**src/rtl/uart_pkg.sv**
```systemverilog
`default_nettype none
// ============================================================================
//  Module   : uart_pkg
//  Purpose  : Shared types and constants for the UART byte receiver.
//  Revision : 1.0 - initial release
// ============================================================================
package uart_pkg;

    // Default oversampling ratio: system clocks per UART bit.
    localparam int DEFAULT_CLKS_PER_BIT = 50;

    // Receiver FSM states, explicitly 3 bits wide.
    typedef enum logic [2:0] {
        ST_IDLE    = 3'd0,
        ST_START   = 3'd1,
        ST_DATA    = 3'd2,
        ST_STOP    = 3'd3,
        ST_CLEANUP = 3'd4
    } uart_rx_state_t;

    // Counter width able to hold a full bit period without wrapping.
    function automatic int cnt_width(input int clks_per_bit);
        return $clog2(clks_per_bit) + 1;
    endfunction

endpackage : uart_pkg
`default_nettype wire

```
**src/rtl/sync_2ff.sv**
```systemverilog
`default_nettype none
// ============================================================================
//  Module   : sync_2ff
//  Purpose  : Two-flop synchronizer for a single asynchronous bit.
//  Revision : 1.0 - initial release
// ============================================================================
module sync_2ff #(
    parameter logic RST_VAL = 1'b1
) (
    input  logic i_clk,
    input  logic i_rst,
    input  logic i_d,
    output logic o_q
);

    logic meta_q;
    logic sync_q;

    // Two back-to-back flops; the first may go metastable, the second settles it.
    always_ff @(posedge i_clk) begin
        if (i_rst) begin
            meta_q <= RST_VAL;
            sync_q <= RST_VAL;
        end else begin
            meta_q <= i_d;
            sync_q <= meta_q;
        end
    end

    assign o_q = sync_q;

endmodule : sync_2ff
`default_nettype wire

```
**src/rtl/uart_byte_rx.sv**
```systemverilog
`default_nettype none
// ============================================================================
//  Module   : uart_byte_rx
//  Purpose  : 8N1 UART receiver. Finds the start-bit mid-point, then samples
//             each data bit and the stop bit one bit period apart. Produces a
//             one-cycle valid pulse for a good frame or a one-cycle frame
//             error pulse when the stop bit is low.
//  Revision : 1.0 - initial release
// ============================================================================
module uart_byte_rx
    import uart_pkg::*;
#(
    parameter int CLKS_PER_BIT    = DEFAULT_CLKS_PER_BIT,
    parameter int HALF_CLK_PERIOD = CLKS_PER_BIT / 2
) (
    input  logic       i_clk,
    input  logic       i_rst,
    input  logic       i_uartrx,
    output logic       o_rxdatval,
    output logic [7:0] o_rxbyte,
    output logic       o_frame_err
);

    localparam int CNT_W = cnt_width(CLKS_PER_BIT);

    // Terminal counts: a phase lasting N cycles ends when the counter reads N-1.
    localparam logic [CNT_W-1:0] C_HALF_LAST = CNT_W'(HALF_CLK_PERIOD - 1);
    localparam logic [CNT_W-1:0] C_BIT_LAST  = CNT_W'(CLKS_PER_BIT - 1);
    localparam logic [CNT_W-1:0] C_CNT_ONE   = CNT_W'(1);

    uart_rx_state_t   state_q,  state_d;
    logic [CNT_W-1:0] cnt_q,    cnt_d;
    logic [2:0]       bit_q,    bit_d;
    logic [7:0]       shift_q,  shift_d;
    logic [7:0]       rxbyte_q, rxbyte_d;
    logic             datval_q, datval_d;
    logic             ferr_q,   ferr_d;

    logic w_rx_sync;
    logic w_half_done;
    logic w_bit_done;

    // The serial line is asynchronous; nothing downstream sees it unsynchronized.
    sync_2ff #(
        .RST_VAL (1'b1)
    ) u_sync (
        .i_clk (i_clk),
        .i_rst (i_rst),
        .i_d   (i_uartrx),
        .o_q   (w_rx_sync)
    );

    assign w_half_done = (cnt_q == C_HALF_LAST);
    assign w_bit_done  = (cnt_q == C_BIT_LAST);

    // State register.
    always_ff @(posedge i_clk) begin
        if (i_rst) begin
            state_q <= ST_IDLE;
        end else begin
            state_q <= state_d;
        end
    end

    // Next-state logic: walk start, 8 data bits, stop, then one cleanup cycle.
    always_comb begin
        state_d = state_q;
        case (state_q)
            ST_IDLE: begin
                if (!w_rx_sync) state_d = ST_START;
            end
            ST_START: begin
                // A line already high again at mid-start is a glitch, not a frame.
                if (w_half_done) state_d = w_rx_sync ? ST_IDLE : ST_DATA;
            end
            ST_DATA: begin
                if (w_bit_done && (bit_q == 3'd7)) state_d = ST_STOP;
            end
            ST_STOP: begin
                if (w_bit_done) state_d = ST_CLEANUP;
            end
            ST_CLEANUP: begin
                state_d = ST_IDLE;
            end
            default: begin
                state_d = ST_IDLE;
            end
        endcase
    end

    // Output/datapath logic: counters, bit capture, result pulses.
    always_comb begin
        cnt_d    = cnt_q;
        bit_d    = bit_q;
        shift_d  = shift_q;
        rxbyte_d = rxbyte_q;
        datval_d = 1'b0;
        ferr_d   = 1'b0;
        case (state_q)
            ST_IDLE: begin
                cnt_d = '0;
                bit_d = 3'd0;
            end
            ST_START: begin
                cnt_d = w_half_done ? '0 : (cnt_q + C_CNT_ONE);
            end
            ST_DATA: begin
                if (w_bit_done) begin
                    cnt_d          = '0;
                    shift_d[bit_q] = w_rx_sync;
                    bit_d          = bit_q + 3'd1;
                end else begin
                    cnt_d = cnt_q + C_CNT_ONE;
                end
            end
            ST_STOP: begin
                if (w_bit_done) begin
                    cnt_d = '0;
                    // Only a properly framed byte is published; a bad frame leaves
                    // the previous byte visible.
                    if (w_rx_sync) begin
                        rxbyte_d = shift_q;
                        datval_d = 1'b1;
                    end else begin
                        ferr_d = 1'b1;
                    end
                end else begin
                    cnt_d = cnt_q + C_CNT_ONE;
                end
            end
            ST_CLEANUP: begin
                cnt_d = '0;
                bit_d = 3'd0;
            end
            default: begin
                cnt_d = '0;
                bit_d = 3'd0;
            end
        endcase
    end

    // Datapath registers; reset aborts any frame in flight without a pulse.
    always_ff @(posedge i_clk) begin
        if (i_rst) begin
            cnt_q    <= '0;
            bit_q    <= 3'd0;
            shift_q  <= 8'h00;
            rxbyte_q <= 8'h00;
            datval_q <= 1'b0;
            ferr_q   <= 1'b0;
        end else begin
            cnt_q    <= cnt_d;
            bit_q    <= bit_d;
            shift_q  <= shift_d;
            rxbyte_q <= rxbyte_d;
            datval_q <= datval_d;
            ferr_q   <= ferr_d;
        end
    end

    assign o_rxdatval  = datval_q;
    assign o_rxbyte    = rxbyte_q;
    assign o_frame_err = ferr_q;

endmodule : uart_byte_rx
`default_nettype wire

```
**config.mk**
```make
export PLATFORM = sky130hd
export DESIGN_NAME = uart_byte_rx
export DESIGN_NICKNAME = d
export VERILOG_FILES = /design/src/rtl/uart_pkg.sv /design/src/rtl/sync_2ff.sv /design/src/rtl/uart_byte_rx.sv
export SDC_FILE = /design/constraint.sdc
export NUM_CORES = 1
export LEC_CHECK = 0
export CAP_MARGIN = 30
export CORE_AREA = 2 2 55 57
export CTS_CLUSTER_SIZE = 28
export DETAILED_ROUTE_END_ITERATION = 8
export DIE_AREA = 0 0 57 59
export PLACE_DENSITY = 0.74
export SETUP_SLACK_MARGIN = 0.02
export SLEW_MARGIN = 25
export SYNTH_ARGS = -nofsm -noshare
export SYNTH_HDL_FRONTEND = slang
export SYNTH_HIERARCHICAL = 1
export SYNTH_SLANG_ARGS = --single-unit
```
**constraint.sdc**
```tcl
create_clock -name i_clk -period 2.1 [get_ports i_clk]
set_input_delay 0.315 -clock i_clk [delete_from_list [all_inputs] [get_ports i_clk]]
set_output_delay 0.315 -clock i_clk [all_outputs]
set_load 0.1 [all_outputs]
```
=== Word level (Yosys, flattened, before mapping) ===
Cells that the tools add are included.

* Bits in registers: 33
* Logic and storage cells: 53

* Add/sub/neg operators: 2
* Magnitude comparators: 2
* Equality and inequality tests: 11
* Mux-type cells: 16
* Bitwise logic cells: 3
* Reduce and logical (&&, ||, !) cells: 10

{| class="wikitable"
|+ Operator list
! kind !! count
|-
| $mux 3 || 5
|-
| $mux 7 || 2
|-
| $pmux 7 s2 || 1
|-
| $pmux 3 s4 || 1
|-
| $ne 2x2->1 const B || 5
|-
| $bwmux 8 || 1
|-
| $add 7x1->7 const B || 1
|-
| $eq 7x5->1 const B || 1
|-
| $eq 7x6->1 const B || 1
|-
| $eq 3x2->1 const B || 2
|-
| $pmux 3 s2 || 1
|-
| $lt 3x4->1 const B || 1
|-
| $reduce_and 2->1 || 2
|-
| $reduce_and 4->1 || 1
|-
| $reduce_or 2->1 || 2
|-
| $add 3x1->3 const B || 1
|-
| $demux 1 s3 || 1
|-
| $eq 3x1->1 const B || 1
|-
| $eq 3x3->1 const B || 1
|-
| $ge 3x1->1 const B || 1
|-
| $logic_not 3->1 || 1
|-
| $mux 1 || 3
|-
| $not 1->1 || 3
|-
| $reduce_and 3->1 || 1
|-
| other kinds (3) || 4
|}

=== Logic depth before layout (Yosys ltp) ===
* Word-level depth: 5
* Mapped depth: 7

=== Modules after synthesis ===
Netlist, hierarchy kept.

{| class="wikitable"
|+ Modules (own cells, without submodules)
! module !! times used !! cells an instance !! area an instance (µm²)
|-
| uart_byte_rx || 1 || 147 || 1,413.9
|-
| sync_2ff || 1 || 4 || 52.6
|}

=== Worst setup path after synthesis ===
OpenSTA, ideal clock, no wires.

* Path type: flip-flop to flip-flop
* From: register cnt_q[0]
* To: register shift_q[3]
* Library setup time: 129 ps
* Data arrival time: 1,330 ps
* Path slack: 641 ps
* Cell stages (with the launch flop): 6
* Period minus slack after synthesis: 1,459 ps
* Cells stage by stage: dfxtp_1 -> ha_1 -> nand4b_2 -> nor4_4 -> nand4_1 -> mux2i_1

* Longest elaborated chain between the ends: 2

{| class="wikitable"
|+ Ends and longest elaborated chain
! item !! RTL line !! text
|-
| start, declared || uart_byte_rx.sv:32 || <nowiki>logic [CNT_W-1:0] cnt_q, cnt_d;</nowiki>
|-
| start signal, assigned || uart_byte_rx.sv:152 || <nowiki>cnt_q <= cnt_d;</nowiki>
|-
| $eq 7x6->1 || uart_byte_rx.sv:54 || <nowiki>assign w_bit_done = (cnt_q == C_BIT_LAST);</nowiki>
|-
| $reduce_and 2->1 (no source line) || n/a ||
|-
| end signal, assigned || uart_byte_rx.sv:154 || <nowiki>shift_q <= shift_d;</nowiki>
|-
| end, declared || uart_byte_rx.sv:34 || <nowiki>logic [7:0] shift_q, shift_d;</nowiki>
|}

Every way passes these cells.
A chain may end at the register's enable or synchronous reset.

=== Worst setup path in the final report ===
* From: register state_q[1]
* To: register shift_q[7]

* Longest elaborated chain between the ends: 2

{| class="wikitable"
|+ Ends and longest elaborated chain
! item !! RTL line !! text
|-
| start, declared || uart_byte_rx.sv:31 || <nowiki>uart_rx_state_t state_q, state_d;</nowiki>
|-
| start signal, assigned || uart_byte_rx.sv:61 || <nowiki>state_q <= state_d;</nowiki>
|-
| $eq 3x2->1 || uart_byte_rx.sv:99 || <nowiki>case (state_q)</nowiki>
|-
| $reduce_and 2->1 (no source line) || n/a ||
|}

Every way passes these cells.

==> results.md <==
* Share of layout cells above drive strength 1 at 0.158
* Worst vdd ir at 0.556 mV
* Vias in the first global route at 1030
* DRT Pass-1 Iters at 4
* Hold Crit Class: reg2reg
* Vias per cell at 5.63
* Psw at 0.230 mW
* Placed instance area at 0.00157 mm2
* CP max FO at 13
* Final instance area at 0.00162 mm2
* Clk slew on worst S/H paths at 0.10 ns
* Hold endpoint: u_sync/o_q
* CP endpoint kind: flop
* First-pass GRT wire length at 4300 um
* Final #Nets at 172
* Mapped Area at 0.00147 mm2
* Worst-Skew Late Latency at 0.33 ns
* Fmax achieved at 0.593 GHz
* R2R Setup Slk at 0.41 ns
* Clk_skew at 0.00492 ns
* Hold Crit Start: u_sync/meta_q
* Root buffer cell: clkbuf_4
* Arrival time at the worst endpoint at 1.90 ns
* Initial Utilization at 0.541
* Syn nets at 159
* DR vias at 1104
* Hold Buf Count CTS at 0
* Die height at 59 um
* Leakage at 0.641 nW
* Ports at 13
* Critical Path Slowest Stage Cell: dfxtp_1
* CP bufs+invs at 0
* Critical Path Max Stage Delay at 0.59 ns
* Die area at 0.00336 mm2
* Reg power frac at 0.633
* Ys Warns at 6
* Seq/Total Area, Yosys at 0.451
* GR Overflow Total at 0
* Switch share at 0.229
* Setup tns final at 0 ns
* WL/cell at 12.8 um
* Critical Path Start Type: flop
* CTS max path bufs at 2
* Initial DRC count at 32
* RSZ-0062 raised after global routing: false
* Diode count at 0
* Final Total Pwr at 1.00 mW
* Finish-stage setup viols at 0
* RR Endpoint: shift_q[7]
* Synth cell types at 36
* Comb power frac at 0.030
* Clock power frac at 0.337
* CTS resizes at 0
* Worst r2r path cells at 4
* Final Instance Count excl. Fillers at 196
* CTS buffer count at 5
* Total clock sinks at 33
* Required @ worst endpoint at 2.32 ns
* Placed cell count at 188
* Hold path depth at 1
* Status: finished, final reports clean
* Max_slew headroom at 0.708
* Commonest non-fill, non-tap cell in the layout: dfxtp_1
* Initial antenna violation count at 0
* Synthesized flop and latch total at 33
* DRC errors left at 0
* Total internal power at 0.772 mW
* Crit Path Class: reg2reg
* Hold slack at 0.425 ns
* Port Buffers at 12
* Max capacitance violation total at 0
* Fin crit share at 0.802
* Final ANT Viol Nets at 0
* Drt total wl at 2520 um
* Syn avg cell area at 9.71 um2
* Reg2reg start: state_q[1]
* Final HPWL DP at 1820 um
* Floorplan core area at 0.00271 mm2
* Post-CTS Setup Repair Bufs at 0
* Power density over the cells at 617 mW/mm2
* Most frequent cells in the layout: 33 x dfxtp_1, 15 x nor2_1, 11 x nand3_1, 11 x buf_4, 9 x mux2i_1
* GRT Util Overall at 0.170
* Rows at 19
* CTS tree: done
* Number of H-tree levels at 2
* CP delay by family, top: simple AND/OR/NAND/NOR gates
* Final hold violation count at 0
* GP Congestion at 0.758
* Crit path cell chain: or2b_1 > nor4_4 > nand4_1 > mux2i_1
* Largest net degree at the start of global routing at 22
* Slew @ Worst Pin at 0.434 ns
* Width of the die at 57 um
* Pins Over Slew Limit at 0
* Period minus WS final at 1.69 ns
* P&R area growth vs syn at 10.7%
* Synth Instances at 151
sequential cells by signal, summed over array words and instances (netlist names):
| register | cells |
|---|---|
| u_sync/o_q | 1 |
| shift_q | 8 |
| cnt_q | 7 |
| state_q | 3 |
| o_rxdatval | 1 |
| o_rxbyte | 8 |
| u_sync/meta_q | 1 |
| bit_q | 3 |
| o_frame_err | 1 |
how the worst max path moves through the flow:
stage	start	endpoint	slack [ns]	cells after the start
6_report	state_q[1]	shift_q[7]	0.41	4
5_1_grt	cnt_q[0]	state_q[0]	0.23	5
4_1_cts	state_q[1]	shift_q[7]	0.41	4
3_5_place_dp	i_rst	cnt_q[3]	0.38	5
3_3_place_gp	i_rst	state_q[1]	0.42	5
2_1_floorplan	cnt_q[0]	shift_q[3]	0.64	5
cell usage after synthesis, drive strengths merged:
library cell / number / share of area
a32oi: 1 / 0.011
clkbuf: 4 / 0.011
a211oi: 1 / 0.0051
nor3: 1 / 0.0034
nand2: 7 / 0.020
o21ai: 8 / 0.027
nor2b: 5 / 0.021
nand2b: 8 / 0.034
nor2: 15 / 0.038
buf: 3 / 0.014
nand3: 11 / 0.038
nand4: 3 / 0.013
and4bb: 1 / 0.0085
xor2: 2 / 0.012
and4b: 1 / 0.0094
dfxtp: 33 / 0.45
mux2i: 9 / 0.061
a31o: 1 / 0.0060
or2b: 2 / 0.010
or3: 1 / 0.0043
nor4: 1 / 0.015
nand3b: 8 / 0.041
nand4b: 4 / 0.032
inv: 3 / 0.0077
or2: 3 / 0.013
nor3b: 2 / 0.010
a311oi: 1 / 0.0060
and3: 1 / 0.0043
ha: 5 / 0.043
xnor2: 3 / 0.018
a31oi: 3 / 0.013
cells by family after synthesis:
group | after synthesis | synth area share
AOI/OAI and AO/OA | 15 | 0.0683
buffers and inverters | 10 | 0.0324
muxes | 9 | 0.0614
and+or+nand+nor | 74 | 0.315
DFF | 33 | 0.451
xor gates and xnor gates | 5 | 0.0299
adders and majority gates | 5 | 0.0427
final cells by class:
class / count / area (um2)
clock inverters: 2 / 10.0
clock buffers: 6 / 41.3
fillers: 250 / 1090
multi-input cells: 108 / 758
flip-flops and latches: 33 / 661
inverters: 3 / 11.3
repair buffers: 13 / 103
well taps: 31 / 38.8
metal layers:
metal,track usage,vias to the layer above,wire length (um)
li1,-,558,-
met1,0.190,527,1150
met2,0.284,12,1230
met3,0.0480,7,74
met4,0.116,0,64
met5,0,-,0
stage by stage:
stage,setup slack [ns],util
6_report,0.415,0.599
5_1_grt,0.232,0.599
4_1_cts,0.415,0.599
3_5_place_dp,0.376,0.580
3_3_place_gp,0.420,0.580
2_1_floorplan,0.641,-
power groups by stage:
stage | logic, mW | registers, mW | clock network (mW)
finish | 0.0301 | 0.634 | 0.338
CTS | 0.0304 | 0.634 | 0.347
global route | 0.0334 | 0.635 | 0.369
floorplan | 0.0236 | 0.645 | 0
detailed placement | 0.0306 | 0.648 | 0
global placement | 0.0290 | 0.648 | 0
No activity file was read; power rests on OpenSTA's default activity.
